`src/rtl/cache_arbiter_pkg.sv`:
```
// Shared types for the L1 I/D to L2 cache arbiter.
// Optional performance counters are enabled with the CACHE_ARB_PERF_EN macro.
package cache_arbiter_pkg;

    localparam int unsigned CACHE_LINE_WIDTH = 256;
    localparam int unsigned CACHE_ADDR_WIDTH = 32;
    localparam int unsigned CACHE_CNT_WIDTH  = 32;

    localparam logic ARB_GNT_I = 1'b0;
    localparam logic ARB_GNT_D = 1'b1;

    typedef enum logic [1:0] {
        IDLE,
        SERVE_I,
        SERVE_D
    } arb_state_t;

    typedef logic [CACHE_LINE_WIDTH-1:0] cache_line_t;

    // Round-robin pick: D wins when it is the only requester or when I was granted last.
    function automatic logic arb_pick_d(input logic i_req, input logic d_req, input logic last_grant);
        return d_req && (!i_req || (last_grant == ARB_GNT_I));
    endfunction

endpackage

```
`src/rtl/arb_perf_counter.sv`:
```
// Saturating event counter with synchronous active-low reset.
// Used by cache_arbiter only when CACHE_ARB_PERF_EN is defined.
module arb_perf_counter #(
    parameter int unsigned CNT_WIDTH = 32
) (
    input  logic                 clk_i,
    input  logic                 rst_ni,
    input  logic                 inc_i,
    output logic [CNT_WIDTH-1:0] count_o
);

    logic [CNT_WIDTH-1:0] count_q, count_d;

    always_comb begin
        count_d = count_q;
        if (inc_i && (count_q != {CNT_WIDTH{1'b1}})) begin
            count_d = count_q + CNT_WIDTH'(1);
        end
    end

    always_ff @(posedge clk_i) begin
        if (!rst_ni) begin
            count_q <= '0;
        end else begin
            count_q <= count_d;
        end
    end

    assign count_o = count_q;

endmodule

```
`src/rtl/cache_arbiter.sv`:
```
// Round-robin arbiter for I-cache and D-cache line traffic onto a single L2 port.
// Define CACHE_ARB_PERF_EN to build grant/contention counters; otherwise perf_* read 0.
module cache_arbiter
    import cache_arbiter_pkg::*;
#(
    parameter int unsigned LINE_WIDTH = CACHE_LINE_WIDTH,
    parameter int unsigned ADDR_WIDTH = CACHE_ADDR_WIDTH,
    parameter int unsigned CNT_WIDTH  = CACHE_CNT_WIDTH
) (
    input  logic                  clk,
    input  logic                  rst_n,

    input  logic                  i_read,
    input  logic                  i_write,
    input  logic [ADDR_WIDTH-1:0] i_address,
    input  logic [LINE_WIDTH-1:0] i_wdata,
    output logic                  i_resp,
    output logic [LINE_WIDTH-1:0] i_rdata,

    input  logic                  d_read,
    input  logic                  d_write,
    input  logic [ADDR_WIDTH-1:0] d_address,
    input  logic [LINE_WIDTH-1:0] d_wdata,
    output logic                  d_resp,
    output logic [LINE_WIDTH-1:0] d_rdata,

    output logic                  m_read,
    output logic                  m_write,
    output logic [ADDR_WIDTH-1:0] m_address,
    output logic [LINE_WIDTH-1:0] m_wdata,
    input  logic                  m_resp,
    input  logic [LINE_WIDTH-1:0] m_rdata,

    output logic [CNT_WIDTH-1:0]  perf_i_grants,
    output logic [CNT_WIDTH-1:0]  perf_d_grants,
    output logic [CNT_WIDTH-1:0]  perf_conflict
);

    arb_state_t            state_q, state_d;
    logic                  last_grant_q, last_grant_d;
    logic                  m_read_q, m_read_d;
    logic                  m_write_q, m_write_d;
    logic [ADDR_WIDTH-1:0] m_address_q, m_address_d;
    logic [LINE_WIDTH-1:0] m_wdata_q, m_wdata_d;

    logic i_req, d_req;
    logic grant_i, grant_d;

    assign i_req = i_read | i_write;
    assign d_req = d_read | d_write;

    assign grant_d = (state_q == IDLE) && arb_pick_d(i_req, d_req, last_grant_q);
    assign grant_i = (state_q == IDLE) && i_req && !grant_d;

    always_comb begin
        state_d      = state_q;
        last_grant_d = last_grant_q;
        m_read_d     = m_read_q;
        m_write_d    = m_write_q;
        m_address_d  = m_address_q;
        m_wdata_d    = m_wdata_q;
        unique case (state_q)
            IDLE: begin
                // A write wins over a read raised on the same side.
                if (grant_d) begin
                    state_d      = SERVE_D;
                    last_grant_d = ARB_GNT_D;
                    m_write_d    = d_write;
                    m_read_d     = d_read & ~d_write;
                    m_address_d  = d_address;
                    m_wdata_d    = d_wdata;
                end else if (grant_i) begin
                    state_d      = SERVE_I;
                    last_grant_d = ARB_GNT_I;
                    m_write_d    = i_write;
                    m_read_d     = i_read & ~i_write;
                    m_address_d  = i_address;
                    m_wdata_d    = i_wdata;
                end
            end
            SERVE_I, SERVE_D: begin
                if (m_resp) begin
                    state_d   = IDLE;
                    m_read_d  = 1'b0;
                    m_write_d = 1'b0;
                end
            end
            default: begin
                state_d   = IDLE;
                m_read_d  = 1'b0;
                m_write_d = 1'b0;
            end
        endcase
    end

    always_ff @(posedge clk) begin
        if (!rst_n) begin
            state_q      <= IDLE;
            last_grant_q <= ARB_GNT_I;
            m_read_q     <= 1'b0;
            m_write_q    <= 1'b0;
            m_address_q  <= '0;
            m_wdata_q    <= '0;
        end else begin
            state_q      <= state_d;
            last_grant_q <= last_grant_d;
            m_read_q     <= m_read_d;
            m_write_q    <= m_write_d;
            m_address_q  <= m_address_d;
            m_wdata_q    <= m_wdata_d;
        end
    end

    assign m_read    = m_read_q;
    assign m_write   = m_write_q;
    assign m_address = m_address_q;
    assign m_wdata   = m_wdata_q;

    // Completion is forwarded combinationally so the requester sees it in the same cycle.
    assign i_resp  = (state_q == SERVE_I) && m_resp;
    assign d_resp  = (state_q == SERVE_D) && m_resp;
    assign i_rdata = m_rdata;
    assign d_rdata = m_rdata;

`ifdef CACHE_ARB_PERF_EN
    logic conflict;

    // A cycle is contended when one side waits on the other, including a lost tie.
    assign conflict = ((state_q == SERVE_I) && d_req) ||
                      ((state_q == SERVE_D) && i_req) ||
                      ((state_q == IDLE) && i_req && d_req);

    arb_perf_counter #(
        .CNT_WIDTH(CNT_WIDTH)
    ) u_perf_i_grants (
        .clk_i  (clk),
        .rst_ni (rst_n),
        .inc_i  (grant_i),
        .count_o(perf_i_grants)
    );

    arb_perf_counter #(
        .CNT_WIDTH(CNT_WIDTH)
    ) u_perf_d_grants (
        .clk_i  (clk),
        .rst_ni (rst_n),
        .inc_i  (grant_d),
        .count_o(perf_d_grants)
    );

    arb_perf_counter #(
        .CNT_WIDTH(CNT_WIDTH)
    ) u_perf_conflict (
        .clk_i  (clk),
        .rst_ni (rst_n),
        .inc_i  (conflict),
        .count_o(perf_conflict)
    );
`else
    assign perf_i_grants = '0;
    assign perf_d_grants = '0;
    assign perf_conflict = '0;
`endif

    a_i_held: assert property (@(posedge clk) disable iff (!rst_n)
        (state_q == SERVE_I) |-> (i_read || i_write))
        else $error("i-side request dropped before its response");

    a_d_held: assert property (@(posedge clk) disable iff (!rst_n)
        (state_q == SERVE_D) |-> (d_read || d_write))
        else $error("d-side request dropped before its response");

    a_resp_idle: assert property (@(posedge clk) disable iff (!rst_n)
        (state_q == IDLE) |-> !m_resp)
        else $error("downstream response while idle");

    a_i_rw: assert property (@(posedge clk) disable iff (!rst_n) !(i_read && i_write))
        else $error("i-side read and write raised together");

    a_d_rw: assert property (@(posedge clk) disable iff (!rst_n) !(d_read && d_write))
        else $error("d-side read and write raised together");

endmodule
```
`config.mk`:
```
export PLATFORM = sky130hd
export DESIGN_NAME = cache_arbiter
export DESIGN_NICKNAME = d
export VERILOG_FILES = /design/src/rtl/cache_arbiter_pkg.sv /design/src/rtl/arb_perf_counter.sv /design/src/rtl/cache_arbiter.sv
export SDC_FILE = /design/constraint.sdc
export NUM_CORES = 1
export LEC_CHECK = 0
export CORE_AREA = 2 2 685 687
export CTS_CLUSTER_DIAMETER = 50
export DETAILED_ROUTE_END_ITERATION = 8
export DIE_AREA = 0 0 687 689
export GPL_TIMING_DRIVEN = 0
export PLACE_DENSITY = 0.3
export SLEW_MARGIN = 20
export SYNTH_ARGS = -nofsm -noshare
export SYNTH_HDL_FRONTEND = slang
export SYNTH_SLANG_ARGS = --single-unit
```
`constraint.sdc`:
```
create_clock -name clk -period 2.35 [get_ports clk]
set_clock_uncertainty 0.1 [all_clocks]
set_input_delay 0.47 -clock clk [delete_from_list [all_inputs] [get_ports clk]]
set_output_delay 0.47 -clock clk [all_outputs]
set_load 0.02 [all_outputs]
```
==> results of run 1 <==
state kept, by name (all words and copies together) (netlist names):
register / flops
m_wdata: 256
m_address: 32
state_q: 2
last_grant_q: 1
m_read: 1
m_write: 1
worst max path at each step:
stage | from | to
after detailed placement | d_write | m_wdata[224]
after floorplan | d_write | m_wdata[234]
final | i_read | m_wdata[151]
after CTS | state_q[1] | d_resp
after global routing | last_grant_q | m_wdata[226]
after global placement | i_write | m_wdata[150]
cell type report:
class                           count  area (um^2)
Clock buffer                       71         1634
Fill cell                       54410       424300
Clock inverter                     42        518.0
Inverter                            3        11.26
Multi-Input combinational cell    996         6284
Antenna cell                       39        97.59
Tap cell                         6198         7755
Sequential cell                   293         5868
Buffer                            733         5540
Timing Repair Buffer             1406        14090
worst max-delay path, stage by stage:
cell and delay [ns]:
clkdlybuf4s50_1 0.56, o21ai_1 0.35, nand2_4 0.09, buf_12 0.16, buf_6 0.21, clkbuf_8 0.26, buf_16 0.18, o221ai_4 0.23
buf_16 0.20, nand2_1 0.07
synth_stat cells (all sizes together):
cell	count
nor2b	3
ha	3
o21ai	2
nor2	4
o221ai	288
nand2	581
o41ai	1
conb	1
o21ba	1
or2	1
buf	674
inv	3
o31ai	1
a21oi	3
and2	4
nand3	2
clkbuf	60
nor4	1
dfxtp	293
and3	1
a21o	1
nand2b	1
a22oi	2
power breakdown:
group	switching, uW	internal, uW
sequential	719	6090
combinational	9120	4970
clock	3700	5780
total	13500	16800
stage by stage:
step | power [uW] | setup slack [ns] | setup TNS (ns) | std cells | util
6_report | 30380 | 0.008290 | 0 | 9781 | 0.08969
5_1_grt | 32120 | -0.06272 | -0.3131 | 9760 | 0.08958
4_1_cts | 31370 | -0.007301 | -0.007301 | 9743 | 0.08921
3_5_place_dp | 21180 | -2.185 | -392.41 | 9622 | 0.08248
3_3_place_gp | 20960 | -4.288 | -520.64 | 9610 | 0.08157
2_1_floorplan | 11780 | 0.5746 | 0 | 2026 | -
what timing repair did:
item                       4_1_cts  5_1_grt
pin swaps                        5        0
setup endpoints to repair      543       86
hold buffers                     0        0
gates resized for setup        736       54
setup buffers                    8        0
routing by layer:
layer,GRT usage,share of wire,vias to the layer above
met3,0.06352,0.15,393
met5,0,0.0023,-
met1,0.1150,0.38,9649
met4,0.02992,0.034,88
li1,-,-,9155
met2,0.1614,0.44,1320
cell families (layout without fill, tap and decap cells):
| logic type | Yosys count | in the layout | share of synthesized area |
|---|---|---|---|
| simple gates | 598 | 598 | 0.1422 |
| buf+inv | 737 | 2255 | 0.3261 |
| fa+ha+maj | 3 | 3 | 0.002342 |
| other cells | 1 | 135 | 0.0002339 |
| flops | 293 | 293 | 0.3659 |
| compound gates | 299 | 299 | 0.1631 |
==> reports/qor.yml, run 1 <==
insertion_delay_ns: 0.74
area_growth_syn_to_layout_pct: 160.8
fin_nets: 4336
vias: 20610
grt_setup_unrepaired: "yes"
tightest_slew_ns: 0.7185
place_area_um2: 38440
final_common_cell: "clkdlybuf4s50_1"
r2r_start: "state_q[0]"
grt_pass1_wl_um: 297000
die_h_um: 689
cts_tree: "done"
place_congestion: 0.8829
r2r_cells: 8
overflow: 0
min_to: "m_wdata[167]"
vias_per_cell: 2.107
peakVddDrop_mv: 0.6111
hold_viol: 0
final-setup-viol-count: 0
clk_pin_slew_ns: 0.06
drc: 0
yosys_warnings: 0
grt.total_usage: 0.1028
layout_common_cells: "clkdlybuf4s50_1 (1094), buf_4 (649), nand2_1 (580), dfxtp_1 (291), o221ai_1 (190)"
worstPathRequired_ns: 2.92
finalInstanceArea_um2: 41800
die_area_um2: 473300
synth-seq-area-share: 0.3659
crit_type: "primary input to flip-flop"
io_pins: 1739
root_buffer: "clkbuf_16"
synth_area_um2: 16030
drt_wl_total_um: 255300
grt_max_degree: 19
ant_nets: 0
status: "finished, final reports clean"
r2r-end: "m_wdata[188]"
relSlewSlack: 0.5210
synth_cell_types: 29
initial_core_util: 0.03439
whs_ns: 0.2583
rows: 251
synth-seq-cells: 293
slew_viol_final: 0
cap_violations: 0
drive_above_1_share: 0.3030
wl_per_cell_um: 26.10
synth_area_leaders: "dfxtp_1 (37%), buf_4 (30%), o221ai_1 (16%)"
worstSetupStartpointType: "primary input"
coreArea_um2: 466100
cts.sinks: 293
critPathArrivalTime_ns: 2.91
hp-class: "primary input to flip-flop"
numCtsBuffers: 61
drt_pre_antenna_iters: 5
dp_hpwl_um: 234700
die_w_um: 687
avgSynthCellArea_um2: 8.301
clockBufferDepth: 3
grt_pass1_vias: 20140
min_period_over_period: 0.9965
io_buffers: 1386
period_minus_slack_ns: 2.342
powerDensity_nw_per_um2: 726.7
synthCells: 1931
fmax_mhz: 427.0
r2r_setup_slack_ns: 0.05
min_from: "d_wdata[167]"
critPathCaptureType: "flip-flop"
yosysTopAreaCell: "dfxtp_1"
antenna_found_initial: 153
drtIter0Drc: 1202
cts.htree.levels: 2
crit_path_max_fanout: 11
p_leak_uw: 0.01593
synthDominantCellAreaShare: 0.3659
hold_depth: 3
(Power assumes the default switching activity.)
==> run 2, diff against run 1 <==
==> constraint.sdc (replaced) <==
create_clock -name clk -period 2.65 [get_ports clk]
set_clock_uncertainty 0.1 [all_clocks]
set_input_delay 0.53 -clock clk [delete_from_list [all_inputs] [get_ports clk]]
set_output_delay 0.53 -clock clk [all_outputs]
set_load 0.02 [all_outputs]
==> run 2 against run 1 <==
Critical path type unchanged; die area unchanged; highest routed layer unchanged; total power down 12%; critical path depth down 3; non-clock buffer count down 6; global-route usage about the same; sequential share of layout area up 0.20 points; flip-flop and latch count unchanged; largest power group unchanged.
==> reports/qor.yml, run 2 (synthesized netlist as in run 1, its figures left out) <==
status: "finished, final reports clean"
io_pins: 1739  # unchanged
slew_viol_final: 0  # unchanged
clk_pin_slew_ns: 0.05  # about the same
grt_pass1_vias: 20100  # -0.17%
ant_nets: 0  # unchanged
insertion_delay_ns: 0.74  # about the same
p_leak_uw: 0.01564  # -1.9%
cts.sinks: 293  # unchanged
grt_pass1_wl_um: 296500  # -0.18%
drtIter0Drc: 1342  # +12%
io_buffers: 1386  # unchanged
place_congestion: 0.8829  # unchanged
numCtsBuffers: 61  # unchanged
worstPathRequired_ns: 3.19  # +0.27 ns
rows: 251  # unchanged
crit_type: "primary input to flip-flop"
worstSetupStartpointType: "primary input"
die_w_um: 687  # unchanged
final_core_util: 0.08840  # -0.001289
finalWorstSetupSlack_ns: 0.01841  # +0.01012 ns
powerDensity_nw_per_um2: 651.4  # -10%
grt_setup_unrepaired: "yes"
fin_nets: 4330  # -0.14%
grt_max_degree: 20  # +1
tightest_slew_ns: 0.8444  # +0.1259 ns
grt.total_usage: 0.1026  # -0.0002216
min_period_over_period: 0.9931
area_growth_syn_to_layout_pct: 157.0
die_area_um2: 473300  # unchanged
layout_common_cells: "clkdlybuf4s50_1 (1234), buf_4 (642), nand2_1 (580), dfxtp_1 (293), o221ai_1 (223)"
vias: 20550  # -0.28%
critPathArrivalTime_ns: 3.18  # +0.27 ns
drt_wl_total_um: 255200  # about the same
ctsHoldBuffers: 0  # unchanged
cts_tree: "done"
drt_pre_antenna_iters: 5  # unchanged
dpl_worst_slack_ns: -1.945  # +0.2400 ns
hold_viol: 0  # unchanged
wl_per_cell_um: 26.08  # about the same
vias_per_cell: 2.100  # -0.32%
overflow: 0  # unchanged
final-setup-viol-count: 0  # unchanged
coreArea_um2: 466100  # unchanged
cts.htree.levels: 2  # unchanged
dp_hpwl_um: 234700  # unchanged
peakVddDrop_mv: 0.5428  # -11%
final_common_cell: "clkdlybuf4s50_1"
drc: 0  # unchanged
root_buffer: "clkbuf_16"
crit_path_max_fanout: 13  # +2
antenna_found_initial: 150  # -2.0%
period_minus_slack_ns: 2.632
cap_violations: 0  # unchanged
initial_core_util: 0.03439  # unchanged
clockBufferDepth: 3  # unchanged
hp-class: "primary input to flip-flop"
drive_above_1_share: 0.2581  # -0.04499
die_h_um: 689  # unchanged
relSlewSlack: 0.4393  # -0.08170
fmax_mhz: 380.0
largest_reg_flops: 256  # unchanged
critPathCaptureType: "flip-flop"
-- run 2: changes by cell type in the layout (fill, tap and decap cells not counted), sizes merged --
| cell | delta |
|---|---|
| buf | -13 |
| clkdlybuf4s15 | -107 |
| clkdlybuf4s50 | +140 |
| dlymetal6s2s | +3 |
| diode | +10 |
| dlygate4sd2 | -26 |
| clkbuf | -3 |
-- run 2: through the flow --
step	cells	power (uW)	TNS (ns)	hold WS [ns]	area, um^2
after detailed placement	9622	18780	-323.05	0.3334	38440
final	9785	26840	0	0.3209	41200
after global placement	9610	18590	-451.25	0.3337	38010
after floorplan	2026	10440	0	0.3689	16390
after CTS	9736	27670	-0.2994	0.1789	40950
after global routing	9754	28310	-0.1972	0.2479	41120
-- run 2: repair_timing --
item                       in CTS  in global routing
setup buffers                   2                  0
gates resized for setup       269                 41
cloned                          0                  0
setup endpoints to repair     375                 56
pin swaps                       1                  0
-- run 2: where the power goes --
group	leakage (uW)	switching [uW]	internal, uW
Clock	0.00103	3280	5120
Combinational	0.0122	8000	4390
Sequential	0.00243	639	5400
-- run 2: cell type report --
| type | instances | area (um^2) |
|---|---|---|
| Fill cell | 54420 | 424900 |
| Timing Repair Buffer | 1400 | 13980 |
| Tap cell | 6198 | 7755 |
| Multi-Input combinational cell | 996 | 5934 |
| Sequential cell | 293 | 5866 |
| Buffer | 733 | 5376 |
| Clock buffer | 71 | 1634 |
| Clock inverter | 42 | 518.0 |
| Antenna cell | 49 | 122.6 |
| Inverter | 3 | 11.26 |
-- run 2: routing by layer --
| metal | part of all wire | vias up | track usage |
|---|---|---|---|
| met3 | 0.15 | 384 | 0.06160 |
| met4 | 0.033 | 84 | 0.02882 |
| met2 | 0.44 | 1298 | 0.1614 |
| li1 | - | 9157 | - |
| met5 | 0.0022 | - | 0 |
| met1 | 0.38 | 9625 | 0.1160 |
-- run 2: worst max-delay path: stages --
cell	delay [ns]
clkdlybuf4s50_1	0.55
o21ai_1	0.34
nand2_4	0.26
buf_6	0.30
clkbuf_2	0.38
o221ai_2	0.63
nand2_1	0.09
-- run 2: worst paths after layout --
| path | start | to | slack (ns) | depth (start not counted) |
|---|---|---|---|---|
| worst min register to register | m_address[31] | m_address[31] | 0.34 | 2 |
| worst min-delay path | d_wdata[167] | m_wdata[167] | 0.32 | 3 |
| worst max-delay path | i_read | m_wdata[176] | 0.02 | 7 |
| worst max register to register | state_q[0] | m_wdata[93] | 0.04 | 9 |
